## config.mk

```make
export PLATFORM = sky130hd
export DESIGN_NAME = rfid_tag_ctrl
export DESIGN_NICKNAME = d
export VERILOG_FILES = /design/src/rtl/rfid_pkg.sv /design/src/rtl/rfid_lfsr16.sv /design/src/rtl/rfid_tag_ctrl.sv
export SDC_FILE = /design/constraint.sdc
export NUM_CORES = 1
export LEC_CHECK = 0
export ABC_CLOCK_PERIOD_IN_PS = 5000
export BUFFER_PORTS_ARGS = -buffer_cell sky130_fd_sc_hd__buf_4
export CELL_PAD_IN_SITES_DETAIL_PLACEMENT = 2
export CELL_PAD_IN_SITES_GLOBAL_PLACEMENT = 2
export CORE_MARGIN = 4
export CORE_UTILIZATION = 37
export DETAILED_ROUTE_END_ITERATION = 12
export PLACE_DENSITY_LB_ADDON = 0.1
export SLEW_MARGIN = 20
export SYNTH_ARGS = -nofsm -noshare
export SYNTH_HDL_FRONTEND = slang
export SYNTH_SLANG_ARGS = --single-unit
```

## constraint.sdc

```tcl
create_clock -name clk -period 5 [get_ports clk]
set_input_delay 0 -clock clk [delete_from_list [all_inputs] [get_ports clk]]
set_output_delay 0 -clock clk [all_outputs]
set_load 0.1 [all_outputs]
```

## src/rtl/rfid_pkg.sv

```systemverilog
`default_nettype none
// ============================================================================
// Module      : rfid_pkg
// Description : Shared command codes, tag/reply enums and slot helper for the
//               Gen2-style RFID tag inventory/access controller.
// Revision    : 1.0 - initial release
// ============================================================================
package rfid_pkg;

  // Decoded command codes from the forward-link parser (6 is unused)
  localparam logic [2:0] CMD_QUERY    = 3'd0;
  localparam logic [2:0] CMD_QUERYREP = 3'd1;
  localparam logic [2:0] CMD_QUERYADJ = 3'd2;
  localparam logic [2:0] CMD_ACK      = 3'd3;
  localparam logic [2:0] CMD_NAK      = 3'd4;
  localparam logic [2:0] CMD_REQRN    = 3'd5;
  localparam logic [2:0] CMD_OTHER    = 3'd7;

  // QUERYADJ up/down field encodings; any other value leaves Q unchanged
  localparam logic [2:0] UPDN_INC  = 3'b110;
  localparam logic [2:0] UPDN_DEC  = 3'b011;
  localparam logic [2:0] UPDN_SAME = 3'b000;

  typedef enum logic [2:0] {
    ST_READY     = 3'd0,
    ST_ARBITRATE = 3'd1,
    ST_REPLY     = 3'd2,
    ST_ACKED     = 3'd3,
    ST_OPEN      = 3'd4
  } tag_state_e;

  typedef enum logic [1:0] {
    RPL_RN16   = 2'd0,
    RPL_EPC    = 2'd1,
    RPL_HANDLE = 2'd2
  } rpl_type_e;

  // Slot counter load: low Q bits of r[14:0]; Q=0 gives slot 0, Q=15 keeps all 15 bits
  function automatic logic [14:0] slot_mask(input logic [15:0] r, input logic [3:0] q);
    logic [14:0] mask;
    mask = (15'h1 << q) - 15'h1;
    return r[14:0] & mask;
  endfunction

endpackage
`default_nettype wire

```

## src/rtl/rfid_lfsr16.sv

```systemverilog
`default_nettype none
// ============================================================================
// Module      : rfid_lfsr16
// Description : Free-running 16-bit Fibonacci LFSR (taps 16,14,13,11), the
//               random source for RN16, slot and handle generation.
// Revision    : 1.0 - initial release
// ============================================================================
module rfid_lfsr16 #(
  parameter logic [15:0] LFSR_SEED = 16'hACE1
) (
  input  logic        clk,
  input  logic        rst_n,
  output logic [15:0] lfsr
);

  logic [15:0] lfsr_q;
  logic [15:0] lfsr_d;
  logic        fb;

  // Right-shifting form: taps 16,14,13,11 map onto bits 0,2,3,5
  always_comb begin
    fb     = lfsr_q[0] ^ lfsr_q[2] ^ lfsr_q[3] ^ lfsr_q[5];
    lfsr_d = {fb, lfsr_q[15:1]};
  end

  // Shift register, seeded on reset, advancing every cycle
  always_ff @(posedge clk or negedge rst_n) begin
    if (!rst_n) lfsr_q <= LFSR_SEED;
    else        lfsr_q <= lfsr_d;
  end

  assign lfsr = lfsr_q;

endmodule
`default_nettype wire

```

## src/rtl/rfid_tag_ctrl.sv

```systemverilog
`default_nettype none
// ============================================================================
// Module      : rfid_tag_ctrl
// Description : Tag inventory/access controller. Sequences the tag state on
//               parsed commands, manages Q/slot, RN16, handle and the
//               inventoried flag, and requests replies from the encoder.
// Revision    : 1.0 - initial release
// ============================================================================
module rfid_tag_ctrl
  import rfid_pkg::*;
#(
  parameter logic [15:0] LFSR_SEED = 16'hACE1,
  parameter logic [15:0] EPC_WORD  = 16'h3000
) (
  input  logic        clk,
  input  logic        rst_n,
  input  logic        cmd_valid,
  output logic        cmd_ready,
  input  logic [2:0]  cmd_code,
  input  logic        cmd_crc_ok,
  input  logic [3:0]  cmd_q,
  input  logic        cmd_target,
  input  logic [2:0]  cmd_updn,
  input  logic [15:0] cmd_rn,
  output logic        rpl_valid,
  input  logic        rpl_ready,
  output logic [1:0]  rpl_type,
  output logic [15:0] rpl_data,
  output logic [2:0]  tag_state,
  output logic        inv_flag
);

  tag_state_e  state_q, state_d;
  rpl_type_e   rpl_type_q, rpl_type_d;
  logic        inv_flag_q, inv_flag_d;
  logic        rpl_valid_q, rpl_valid_d;
  logic [15:0] rpl_data_q, rpl_data_d;
  logic [3:0]  q_q, q_d;
  logic [14:0] slot_q, slot_d;
  logic [15:0] rn16_q, rn16_d;
  logic [15:0] handle_q, handle_d;

  logic [15:0] r;
  logic        cmd_accept;
  logic        is_acc;
  logic        reload;
  logic [3:0]  reload_q;
  logic [3:0]  q_adj;
  logic [14:0] slot_dec;
  logic [14:0] slot_new;
  logic        inv_new;

  rfid_lfsr16 #(.LFSR_SEED(LFSR_SEED)) u_lfsr (
    .clk   (clk),
    .rst_n (rst_n),
    .lfsr  (r)
  );

  // Command decode and state sequencing; a held reply blocks new commands
  always_comb begin
    state_d     = state_q;
    inv_flag_d  = inv_flag_q;
    rpl_valid_d = rpl_valid_q;
    rpl_type_d  = rpl_type_q;
    rpl_data_d  = rpl_data_q;
    q_d         = q_q;
    slot_d      = slot_q;
    rn16_d      = rn16_q;
    handle_d    = handle_q;
    reload      = 1'b0;
    reload_q    = q_q;
    slot_new    = 15'd0;
    slot_dec    = slot_q - 15'd1;
    is_acc      = (state_q == ST_ACKED) || (state_q == ST_OPEN);
    inv_new     = inv_flag_q ^ is_acc;
    cmd_accept  = cmd_valid & ~rpl_valid_q;

    q_adj = q_q;
    if (cmd_updn == UPDN_INC && q_q != 4'd15)      q_adj = q_q + 4'd1;
    else if (cmd_updn == UPDN_DEC && q_q != 4'd0)  q_adj = q_q - 4'd1;

    if (rpl_valid_q && rpl_ready) rpl_valid_d = 1'b0;

    if (cmd_accept && cmd_crc_ok) begin
      case (cmd_code)
        CMD_QUERY: begin
          q_d        = cmd_q;
          inv_flag_d = inv_new;
          if (cmd_target != inv_new) begin
            state_d = ST_READY;
          end else begin
            reload   = 1'b1;
            reload_q = cmd_q;
          end
        end
        CMD_QUERYADJ: begin
          if (is_acc) begin
            inv_flag_d = ~inv_flag_q;
            state_d    = ST_READY;
          end else if (state_q != ST_READY) begin
            q_d      = q_adj;
            reload   = 1'b1;
            reload_q = q_adj;
          end
        end
        CMD_QUERYREP: begin
          if (state_q == ST_ARBITRATE) begin
            slot_d = slot_dec;
            if (slot_dec == 15'd0) begin
              state_d     = ST_REPLY;
              rn16_d      = r;
              rpl_valid_d = 1'b1;
              rpl_type_d  = RPL_RN16;
              rpl_data_d  = r;
            end
          end else if (state_q == ST_REPLY) begin
            slot_d  = 15'h7FFF;
            state_d = ST_ARBITRATE;
          end else if (is_acc) begin
            inv_flag_d = ~inv_flag_q;
            state_d    = ST_READY;
          end
        end
        CMD_ACK: begin
          if (state_q == ST_REPLY || state_q == ST_ACKED) begin
            if (cmd_rn == rn16_q) begin
              state_d     = ST_ACKED;
              rpl_valid_d = 1'b1;
              rpl_type_d  = RPL_EPC;
              rpl_data_d  = EPC_WORD;
            end else begin
              state_d = ST_ARBITRATE;
            end
          end else if (state_q == ST_OPEN) begin
            if (cmd_rn == handle_q) begin
              rpl_valid_d = 1'b1;
              rpl_type_d  = RPL_EPC;
              rpl_data_d  = EPC_WORD;
            end else begin
              state_d = ST_ARBITRATE;
            end
          end
        end
        CMD_NAK: begin
          if (state_q != ST_READY) state_d = ST_ARBITRATE;
        end
        CMD_REQRN: begin
          if (state_q == ST_ACKED && cmd_rn == rn16_q) begin
            state_d     = ST_OPEN;
            handle_d    = r;
            rpl_valid_d = 1'b1;
            rpl_type_d  = RPL_HANDLE;
            rpl_data_d  = r;
          end else if (state_q == ST_OPEN && cmd_rn == handle_q) begin
            rpl_valid_d = 1'b1;
            rpl_type_d  = RPL_RN16;
            rpl_data_d  = r;
          end
        end
        default: begin
        end
      endcase

      // Slot reload shared by QUERY and QUERYADJ; slot 0 replies at once
      if (reload) begin
        slot_new = slot_mask(r, reload_q);
        slot_d   = slot_new;
        if (slot_new == 15'd0) begin
          state_d     = ST_REPLY;
          rn16_d      = r;
          rpl_valid_d = 1'b1;
          rpl_type_d  = RPL_RN16;
          rpl_data_d  = r;
        end else begin
          state_d = ST_ARBITRATE;
        end
      end
    end
  end

  // State, counters and reply registers
  always_ff @(posedge clk or negedge rst_n) begin
    if (!rst_n) begin
      state_q     <= ST_READY;
      inv_flag_q  <= 1'b0;
      rpl_valid_q <= 1'b0;
      rpl_type_q  <= RPL_RN16;
      rpl_data_q  <= 16'd0;
      q_q         <= 4'd0;
      slot_q      <= 15'd0;
      rn16_q      <= 16'd0;
      handle_q    <= 16'd0;
    end else begin
      state_q     <= state_d;
      inv_flag_q  <= inv_flag_d;
      rpl_valid_q <= rpl_valid_d;
      rpl_type_q  <= rpl_type_d;
      rpl_data_q  <= rpl_data_d;
      q_q         <= q_d;
      slot_q      <= slot_d;
      rn16_q      <= rn16_d;
      handle_q    <= handle_d;
    end
  end

  assign cmd_ready = ~rpl_valid_q;
  assign rpl_valid = rpl_valid_q;
  assign rpl_type  = rpl_type_q;
  assign rpl_data  = rpl_data_q;
  assign tag_state = state_q;
  assign inv_flag  = inv_flag_q;

endmodule
`default_nettype wire

```

==> run summary, run 1 <==
The number of buffers created by CTS is 9. The routed wirelength normalized by instance count is ~24 um. The transition time at the pin with the least slew margin is about 0.99 ns. The share of synthesized area in the top cell type comes to 0.345.

The total number of vias is between 5,000 and 6,000. The pin count of the biggest net entering global routing came out at 75. The number of max-cap violations came out at 0. The die is 135 um tall.

At the worst endpoint, the required time is 5.24 ns. The static leakage came out at roughly 2.8 nW. Of the post-synthesis cell area, the part taken by muxes is 0.0337. The simple-gate share of the synthesized area came out at 0.229. The final HPWL from detailed placement is 16,100 um. The synthesized netlist net count came out at 721. The worst-case headroom to the max-slew limit came out at 0.338. Summing all placed instances gives a cell area of 6570 um^2. The synthesized design spends more area on one cell type than any other, namely sky130_fd_sc_hd__dfrtp_1. The number of H-tree levels came out at 3. The total I/O pin count is 56. TritonCTS built the clock tree. The switching share of power came out at 0.425. Synthesis produced 684 cells. The share of cells above drive strength 1 came out at 0.184. The overall track demand over capacity in global routing is 0.257. The switching power is between 1 and 1.5 mW. Of the total power, registers draw 0.352. The number of iterations in the first detailed-routing pass is 5.

The floorplan row count came out at 46. The flow ran to the end, and the final reports show no timing, DRC or antenna violations. The register bit count reported by yosys came out at 90. At the end of routability-driven placement, the weighted congestion stood at 0.863.

The post-detailed-route count of antenna-violating nets is 0. The summed negative setup slack over all endpoints is 0 ns. The number of global-route vias before repair came out at 6,241. The post-synthesis adder-cell area fraction came out at 0.0105. The clock latency of the later-clocked register in the worst-skew pair came out at 0.36 ns. The most common cell in the synthesized netlist is sky130_fd_sc_hd__dfrtp_1. The total grt overflow is 0. The number of synthesis warnings is 0. The maximum operating frequency came out at 208 MHz.

The sequential element share of the synthesized area came out at 0.380. The cell area after synthesis came out at 5950 um^2. The finished layout holds between 900 and 1,000 standard cells, fillers aside. By area the synthesized netlist is led by sky130_fd_sc_hd__dfrtp_1 35%, sky130_fd_sc_hd__xnor2_1 5.3%, sky130_fd_sc_hd__nand2_1 4.1%, sky130_fd_sc_hd__o21ai_0 3.9%, sky130_fd_sc_hd__nand3_1 3.6%. The register clock-pin slew on the reported worst setup and hold paths is roughly 0.080 ns. The share of total power dissipated in the clock network is 0.282. The count of flip-flops with a built-in enable after synthesis came out at 0. The per-cell via count in the routed design came out at 6.03. The average instance area after synthesis came out at 8.69 um^2. The first global-routing pass estimated 36,300 um of wire.

The number of distinct library cells after synthesis is 76. The final number of setup-violating endpoints came out at 0. The number of sinks driven by the clock tree came out at 90. The compound-gate portion of the synthesized area is 0.231. The power per standard cell area came out at 387 nW/um^2.

After routing the design area is 6960 um^2. The worst setup path category is reg -> reg. Once placement completed, the tool counted placed cells totaling between 900 and 1,000. In this run the deepest clock path goes through 2 buffers. The kind of start point of the critical path is a flip-flop. The overall power after layout is 2.69 mW. The largest driver fanout on the critical path is 14. The initial antenna violation count came out at 0.

For this run, the leading register cell type out of synthesis is sky130_fd_sc_hd__dfrtp_1. The cell-internal power came out at 1.55 mW. The clock root buffer is sky130_fd_sc_hd__clkbuf_16. The quantity of I/O buffers inserted on ports came out at 55. The worst hold slack after final layout is 0.0153 ns. The violation count after the first detailed-route iteration is 332.

The worst setup path is captured at a flip-flop. The final period utilization came out at 0.961. The part of the power in combinational logic came out at 0.366.

Wires add up to 22,800 um. By count the netlist is led by 82 x sky130_fd_sc_hd__dfrtp_1, 65 x sky130_fd_sc_hd__nand2_1, 46 x sky130_fd_sc_hd__o21ai_0, 43 x sky130_fd_sc_hd__nand3_1, 41 x sky130_fd_sc_hd__nor2_1. In this run the standard cell core region covers 15,800 um^2. The area of the die came out at around 18,000 um^2. The data arrival at the endpoint of the critical path is 5.05 ns. The share of the synthesized netlist area taken by xor and xnor gates came out at 0.0677. The number of remaining DRC errors came out at 0.

The number of nets in the layout is 759. The final number of max-transition violations came out at 0. The layout overhead on the synthesized area came out at 17.0%. The time the final worst path needs with I/O delays and setup is 4.81 ns. Setup repair after global routing left no endpoint under its margin. The count of final hold-check violations is 0. By area, the combinational part of the netlist is dominated by compound AO/OA/AOI/OAI gates. The kind of path behind the tightest hold check is in -> reg. IR analysis of the VDD net gives a maximum drop of 0.169 mV. The number of antenna diodes in the final layout is 0. The effective utilization at floorplan came out at 0.376. The async set or reset register ratio after synthesis is 1.00. The chip width came out at 135 um. The clock arrives with roughly 0.0096 ns of skew.
worst max-delay path: stages (launching register included):
cell	delay (ns)
sky130_fd_sc_hd__dfrtp_1	0.53
sky130_fd_sc_hd__inv_1	0.12
sky130_fd_sc_hd__ha_1	0.23
sky130_fd_sc_hd__nor3b_2	0.17
sky130_fd_sc_hd__or2_1	0.27
sky130_fd_sc_hd__a222oi_1	0.30
sky130_fd_sc_hd__a31oi_1	0.19
sky130_fd_sc_hd__a221o_1	0.32
sky130_fd_sc_hd__nor3_1	0.21
sky130_fd_sc_hd__nand2b_1	0.12
sky130_fd_sc_hd__ha_1	0.35
sky130_fd_sc_hd__and2_4	0.22
sky130_fd_sc_hd__o2111a_1	0.22
sky130_fd_sc_hd__o21ai_1	0.15
sky130_fd_sc_hd__o21ai_1	0.08
sky130_fd_sc_hd__or4_4	0.50
sky130_fd_sc_hd__o32a_4	0.48
sky130_fd_sc_hd__a22o_1	0.22
per-stage QoR:
stage,util,setup WS (ns)
3_3_place_gp,0.415,0.400
4_1_cts,0.438,0.0912
3_5_place_dp,0.415,0.173
5_1_grt,0.440,0.000395
2_1_floorplan,-,0.0126
6_report,0.440,0.193
state kept, by name, summed over array words and instances (netlist names):
name	flops
handle_q	16
rn16_q	16
rpl_data	16
u_lfsr.lfsr	16
slot_q	15
q_q	4
tag_state	3
rpl_type	2
inv_flag	1
rpl_valid	1
cell families after synthesis:
logic type / Yosys count
xor+xnor: 46
flops: 90
simple gates: 262
fa+ha+maj: 5
buf+inv: 65
mux: 18
compound gates: 198
cells in the final DEF, fill, tap and decap left out, types with 10 or more instances in the layout:
cell type                 count
sky130_fd_sc_hd__a31oi_1     22
sky130_fd_sc_hd__dfrtp_1     80
sky130_fd_sc_hd__nand3_1     43
sky130_fd_sc_hd__nor4_1      13
sky130_fd_sc_hd__nor3_1      14
sky130_fd_sc_hd__nand2_1     65
sky130_fd_sc_hd__mux2_2      16
sky130_fd_sc_hd__nor2_1      41
sky130_fd_sc_hd__xor2_1      10
sky130_fd_sc_hd__or3_1       26
sky130_fd_sc_hd__inv_1       14
sky130_fd_sc_hd__buf_4       71
sky130_fd_sc_hd__o21ai_0     44
sky130_fd_sc_hd__xnor2_1     36
sky130_fd_sc_hd__nand4_1     15
sky130_fd_sc_hd__a22o_1      16
sky130_fd_sc_hd__a21oi_1     37
layout make-up:
type,instances,area [um^2]
inverter,14,52.6
timing repair buffer,78,633
sequential,90,2260
multi-input combinational,529,3420
clock buffer,9,225
clock inverter,7,95.1
tap,216,270
fill,1731,8870
routing by layer:
metal	GRT usage	vias up	wire [um]
met5	0	-	0
met4	0.0786	0	518
met3	0.0361	33	687
met2	0.450	116	11600
met1	0.330	2937	9920
li1	-	2602	-
what timing repair did:
action,4_1_cts,5_1_grt
endpoints found under the setup margin,0,27
hold buffers,4,0
setup buffers,0,1
resized for setup,0,3
hold endpoints to repair,19,0
power by group through the flow:
stage | sequential (mW) | clock [mW] | combinational [mW]
after global placement | 0.947 | 0 | 0.930
after global routing | 0.968 | 0.809 | 1.07
after detailed placement | 0.961 | 0 | 0.963
final | 0.947 | 0.758 | 0.986
after floorplan | 1.00 | 0 | 0.601
after CTS | 0.945 | 0.776 | 0.973
final timing paths:
path | endpoint | from | slack, ns | depth (start not counted)
worst max-delay path | rpl_data[3] | q_q[1] | 0.19 | 17
min in group asynchronous | slot_q[1] | rst_n | 0.07 | 2
worst min register to register | u_lfsr.lfsr[5] | u_lfsr.lfsr[6] | 0.42 | 0
worst max register to register | rpl_data[3] | q_q[1] | 0.19 | 17
max in group asynchronous | rn16_q[8] | rst_n | 3.64 | 3
worst min-delay path | rpl_valid | rpl_ready | 0.02 | 4
Note: power is estimated with default switching activity, not from simulation.
==> run 2: changes to the inputs <==
- CORE_ASPECT_RATIO: unset -> 0.7
- MAX_ROUTING_LAYER: unset -> met4
==> run 2 against run 1 <==
  * Critical path depth decreased by 2
  * Combinational power about the same
  * Register-to-register slack improved by 0.098 ns
  * Critical endpoint is now rpl_data[1]
  * Critical path type unchanged
  * Highest routed layer unchanged
  * Die area increased by 0.18%
==> run summary, run 2 (synthesis results as in run 1) <==
The global-route track usage on met1 came out at 0.375. After clock tree synthesis, the clock-pin slew on the worst setup and hold paths is 0.07 ns. The area growth from synthesis to layout is 16.4%. The worst-case headroom to the max-slew limit is 0.456.

Tracing the worst setup path back leads to its startpoint at tag_state[2]. The worst register-to-register path has a depth of 15. The number of global-route vias before repair is 6,181. Of the total power, registers draw 0.351. The total grt overflow came out at 0. The total I/O pin count came out at 56. The run finished with clean final reports. The number of iterations in the first detailed-routing pass came out at 5. In this run, CTS created clock tree buffers numbering 9. Clock tree synthesis found a total of 90 sinks.

The overall power after layout is 2.69 mW. The final weighted congestion in routability-driven placement is 0.874. The data arrival at the endpoint of the critical path is 4.95 ns.

For this run, global-route usage on met2 was measured as 0.388. The summed negative setup slack over all endpoints came out at 0 ns. The global-route wire length before repair is 36,200 um. The layer carrying the most global-route usage is met2. The critical path in this run is classified as reg -> reg.

The clock latency of the later-clocked register in the worst-skew pair is about 0.36 ns. The share of power burned in the clock network came out at 0.276. The initial antenna violation count came out at 0.

The maximum operating frequency came out at between 200 and 250 MHz. The share of cells above drive strength 1 came out at 0.188. For this configuration, the core starts out at a cell density of 0.380. The routed wirelength normalized by instance count is ~24 um.

For this design the static power due to leakage is 2.84 nW. The signal on the critical path passes through nand3b_1 -> o21ai_1 -> a211o_1 -> mux2i_1 -> or2_1 -> nor3_2 -> nand2b_1 -> ha_1 -> nor2_1 -> o2111a_1 -> o21ai_1 -> o21ai_1 -> or4_4 -> o32a_4 -> a22o_1. The post-detailed-route count of antenna-violating nets came out at 0.

For the worst setup path, the data required time is 5.24 ns. The overall track demand over capacity in global routing is 0.259. The number of buffer and inverter stages on the critical path came out at 0.

After floorplanning, the core was sized to cover 15,600 um^2. The area of all placed cells without fillers is approximately 6900 um^2. The number of remaining DRC errors is 0. The area of the die came out at about 18,000 um^2. The worst register-to-register path begins at tag_state[2]. The leading cell type in the layout, fill and taps excluded is sky130_fd_sc_hd__dfrtp_1. The largest driver fanout on the critical path is 20.

The total number of vias came out at 5,757. The final layout contains between 700 and 800 nets. The antenna diode instance count is 0.

The number of H-tree levels came out at 3. The destination of the worst register-to-register timing path is rpl_data[1]. The depth of the worst hold-timing path is 4. Among the stages of the critical path, the cell type that occurs most often is sky130_fd_sc_hd__o21ai_1. The placed cell area came out at about 6500 um^2.

The final core utilization is 0.442. The worst hold path terminates at rpl_valid. CTS placed an instance of sky130_fd_sc_hd__clkbuf_16 at the clock tree root. Dividing the detail-routed via count by the number of cells gives 6.20. The clock passes through at most 2 buffers.

The floorplan has 38 rows. The final number of setup-violating endpoints is 0. The number of max-cap violations came out at 0.

The internal power of the cells totals 1.55 mW. On the final layout, the worst hold slack is approximately 0.026 ns. The count of buffers added on input and output ports is 55. The maximum VDD drop came out at 0.241 mV.

STA classifies the critical path endpoint as a flip-flop. Entering global routing, the biggest net connects 63 pins. The kind of path behind the tightest hold check is in -> reg. The worst setup slack for register-to-register paths came out at just under 0.3 ns.

The part of the power in combinational logic is 0.374. In the layout the commonest cells are 78 x sky130_fd_sc_hd__dfrtp_1, 73 x sky130_fd_sc_hd__buf_4, 65 x sky130_fd_sc_hd__nand2_1. The transition time at the pin with the least slew margin is 0.816 ns.

The largest incremental delay on the critical path came out at 0.59 ns. The violation count after the first detailed-route iteration came out at 420. The worst setup path is launched from a flip-flop. The switching power is 1.14 mW. Summed over all layers, the routed wires come to 22,500 um. The final HPWL from detailed placement is 16,100 um. The switching share of power is 0.425. The slowest stage of the critical path belongs to the cell sky130_fd_sc_hd__or4_4.

The height of the chip is approximately 110 um. The fraction of met3 tracks used by global routing is 0.0475. The time the final worst path needs with I/O delays and setup came out at 4.71 ns. Of the available clock period, the critical path in the final layout requires 0.942. The floorplan step set the die width to 160 um.

Broken down by cell family, the worst path's largest delay share belongs to compound AO/OA/AOI/OAI gates. The startpoint identified for the worst hold timing path is rpl_ready. TritonCTS built the clock tree. The count of final hold-check violations came out at 0.

The final number of max-transition violations came out at 0. The clock tree skew after final layout is 0.00729 ns. In this run the power density over the cells is 389 nW/um^2.
run 2: cell types whose count changed in the layout (fill, tap and decap cells not counted), sizes merged:
cell / before / now
buf: 74 / 75
run 2: worst max-delay path by stage:
stage          slack [ns]      endpoint  cells after the start
3_3_place_gp         0.37  rpl_data[10]                     15
6_report             0.29   rpl_data[1]                     15
2_1_floorplan        0.01  rpl_data[10]                     20
5_1_grt            -0.003     rn16_q[2]                     16
3_5_place_dp         0.16   rpl_data[1]                     17
4_1_cts               0.1   rpl_data[1]                     17
run 2: area by class of cell:
class | instances | area, um^2
multi-input combinational | 529 | 3410
clock inverter | 7 | 83.8
clock buffer | 9 | 225
sequential | 90 | 2270
tap | 200 | 250
fill | 1714 | 8720
inverter | 14 | 52.6
timing repair buffer | 79 | 628
run 2: power groups by stage:
| stage | Combinational [mW] | Sequential, mW | Clock, mW |
|---|---|---|---|
| after floorplan | 0.601 | 1.00 | 0 |
| after global placement | 0.947 | 0.943 | 0 |
| after detailed placement | 0.987 | 0.954 | 0 |
| after CTS | 0.997 | 0.942 | 0.758 |
| after global routing | 1.10 | 0.961 | 0.791 |
| final | 1.01 | 0.944 | 0.742 |
run 2: worst min-delay path, delay by kind of cell:
kind / cells / cell delay (ns)
and+or+nand+nor: 1 / 0.05
AOI/OAI and AO/OA: 2 / 0.22
buffers and inverters: 1 / 0.08
run 2: what timing repair did:
action,in CTS,in global routing
setup endpoints to repair,0,33
hold endpoints to repair,31,0
hold buffers,4,0
resized for setup,0,4
setup buffers,0,1
run 2: per-stage QoR:
| stage | setup slack (ns) | std cells |
|---|---|---|
| after floorplan | 0.0126 | 684 |
| after global placement | 0.367 | 907 |
| after detailed placement | 0.157 | 907 |
| after CTS | 0.0950 | 927 |
| after global routing | -0.00322 | 928 |
| final | 0.292 | 928 |
run 2: routing by layer:
metal  up-vias  wire length, um
li1       2609                -
met1      3000            11300
met2       135             9970
met3        13              993
met4         0              180
met5         -                0
==> run 3: changes to the inputs <==
- BUFFER_PORTS_ARGS: -buffer_cell sky130_fd_sc_hd__buf_4 -> -buffer_cell sky130_fd_sc_hd__buf_2
==> run 3 against run 2 <==
  * Sequential power about the same
  * Fmax down 0.53%
  * Power down 0.88%
  * Sequential share of layout area up 0.52 points
  * Critical path depth up 3
  * Wire length up 2.0%
  * Cell area down 1.6%
  * Sequential cell count unchanged
  * Hold slack better by 0.0041 ns
  * Non-clock buffer count up 4
  * Clock skew about the same
  * Die area unchanged
  * Critical path type unchanged
  * Critical endpoint is now rpl_data[0]
==> run summary, run 3 (synthesis results as in run 1) <==
The flow ran to the end, and the final reports show no timing, DRC or antenna violations. STA classifies the critical path startpoint as a flip-flop. Row generation in the floorplan step produced 38 rows.

The number of global-route vias before repair is 6,289. The largest driver fanout on the critical path came out at 12. In this run the most used layer during global routing was met2.

The area of the die came out at approximately 18,000 um^2. The worst-case headroom to the max-slew limit is 0.532. The worst setup path is captured at a flip-flop. The total number of vias came out at 5,807. The path class of the tightest hold or removal check is in -> reg. The count of placed standard cells including taps came out at 908. At the pin with the least slew margin, the transition time is just under 0.7 ns. The data arrival at the endpoint of the critical path is around 5 ns. The total grt overflow is 0. The share of cells above drive strength 1 is 0.193.

The number of remaining DRC errors is 0. The first global-routing pass estimated approximately 37,000 um of wire. In the global route stage, met3 resource usage came out at 0.0403. Summed over all layers, the routed wires come to approximately 23,000 um. The per-cell via count in the routed design came out at 6.23. The pin count of the biggest net entering global routing is 49. The core area is about 16,000 um^2.

The met2 usage in global routing is 0.407. Across the run, the number of max-cap violations was 0. The number of H-tree levels came out at 3.

The number of sinks driven by the clock tree is 90. The worst hold slack after final layout came out at slightly above 0.03 ns. For this block, the initial DRC count from the detailed router was 368.

The overall track demand over capacity in global routing is 0.264. Counting along the longest clock path gives a buffer depth of 2. The initial antenna violation count came out at 0. The number of inserted filler cells in the final layout came out at between 1,500 and 2,000. The required time of the critical path came out at 5.29 ns.

The floorplan step set the die height to 114 um. The final HPWL from detailed placement is between 15,000 and 20,000 um. After detailed routing, the average wire length per cell comes to around 25 um.

The total I/O pin count came out at 56. For this run, the top clock speed supported by timing is 211 MHz. The overall power after layout came out at 2.67 mW.

The maximum VDD drop is around 0.19 mV. In the layout the commonest cells are 78 x sky130_fd_sc_hd__dfrtp_1, 65 x sky130_fd_sc_hd__nand2_1, 54 x sky130_fd_sc_hd__buf_2. The count of final hold-check violations is 0. The number of antenna diodes in the final layout is 0.

The number of buffers created by CTS came out at 9. From synthesis to final layout, the design area changed by 14.6%. The smallest clock period supported by the final layout is computed as between 4 and 5 ns.

For the final routed database, the setup TNS stands at 0 ns. In this run the power density over the cells is 392 nW/um^2. The final weighted congestion in routability-driven placement is roughly 0.9.

The clock latency of the later-clocked register in the worst-skew pair is 0.35 ns. Setup repair after global routing left no endpoint under its margin. The number of nets in the layout is roughly 760. The post-detailed-route count of antenna-violating nets is 0. The clock tree skew after final layout came out at 0.00731 ns.

The global-route track usage on met1 came out at 0.375. The library cell used most frequently in the layout, excluding fill and tap cells, is sky130_fd_sc_hd__dfrtp_1. The number of iterations in the first detailed-routing pass came out at 5.

The worst setup path category is reg -> reg. The chip width came out at 160 um. The final period utilization is 0.947.

The finished layout holds 932 standard cells, fillers aside. The quantity of I/O buffers inserted on ports is 55. The register clock-pin slew on the reported worst setup and hold paths came out at around 0.070 ns. The final number of max-transition violations is 0. The static leakage came out at between 2 and 3 nW. The clock root buffer is sky130_fd_sc_hd__clkbuf_16.

The effective utilization at floorplan is 0.380. The final number of setup-violating endpoints came out at 0. The clock tree from TritonCTS is built.
## run 3: per-layer routing
metal | wire length, um | share of wire
met1 | 11200 | 0.49
met3 | 1100 | 0.048
met4 | 245 | 0.011
met5 | 0 | 0
met2 | 10400 | 0.45
## run 3: worst max-delay path, cell delays in order, from the launching register on
cell and delay, ns:
sky130_fd_sc_hd__dfrtp_2 0.49, sky130_fd_sc_hd__and3b_1 0.43, sky130_fd_sc_hd__o21ai_2 0.13, sky130_fd_sc_hd__and3_1 0.24
sky130_fd_sc_hd__a21o_1 0.22, sky130_fd_sc_hd__or2_1 0.41, sky130_fd_sc_hd__nor3_2 0.30, sky130_fd_sc_hd__nand2b_1 0.11
sky130_fd_sc_hd__ha_1 0.26, sky130_fd_sc_hd__buf_4 0.19, sky130_fd_sc_hd__inv_1 0.10, sky130_fd_sc_hd__nor4_1 0.08
sky130_fd_sc_hd__a21oi_1 0.16, sky130_fd_sc_hd__a21boi_1 0.13, sky130_fd_sc_hd__or4_4 0.63, sky130_fd_sc_hd__buf_4 0.18
sky130_fd_sc_hd__o31ai_4 0.28, sky130_fd_sc_hd__buf_12 0.17, sky130_fd_sc_hd__a22o_1 0.15
## run 3: power by group
group          leakage (nW)  total (mW)  internal (mW)  switching (mW)
combinational          1.51        1.01          0.330           0.676
sequential             1.17       0.943          0.809           0.135
clock                 0.141       0.719          0.395           0.324
total                  2.83        2.67           1.53            1.13
## run 3: layout make-up
cell class | count | area (um^2) | share of cell area
sequential | 90 | 2270 | 0.333
tap | 200 | 250 | 0.0367
multi-input combinational | 529 | 3420 | 0.502
inverter | 14 | 52.6 | 0.00771
clock buffer | 10 | 229 | 0.0336
timing repair buffer | 83 | 523 | 0.0768
clock inverter | 6 | 73.8 | 0.0108
## run 3: repair_timing
item,in CTS,in global routing
endpoints found under the hold margin,48,0
endpoints found under the setup margin,0,33
setup buffers,0,4
gates resized for setup,0,5
hold buffers,4,0
## run 3: path summary, 6_finish.rpt
path	start	end	slack, ns	cells after the start
worst max-delay path	tag_state[2]	rpl_data[0]	0.27	18
worst min-delay path	cmd_q[2]	q_q[2]	0.03	3
worst max register to register	tag_state[2]	rpl_data[0]	0.27	18
worst min register to register	u_lfsr.lfsr[6]	u_lfsr.lfsr[5]	0.42	0
max in group asynchronous	rst_n	tag_state[2]	3.70	3
min in group asynchronous	rst_n	slot_q[5]	0.22	2
## run 3: metrics by stage
stage / utilization / area, um^2 / worst slack (ns)
5_1_grt: 0.436 / 6810 / 0.0170
3_5_place_dp: 0.410 / 6410 / 0.116
4_1_cts: 0.432 / 6760 / 0.0554
2_1_floorplan: - / 5950 / 0.0126
3_3_place_gp: 0.410 / 6410 / 0.392
6_report: 0.436 / 6810 / 0.267
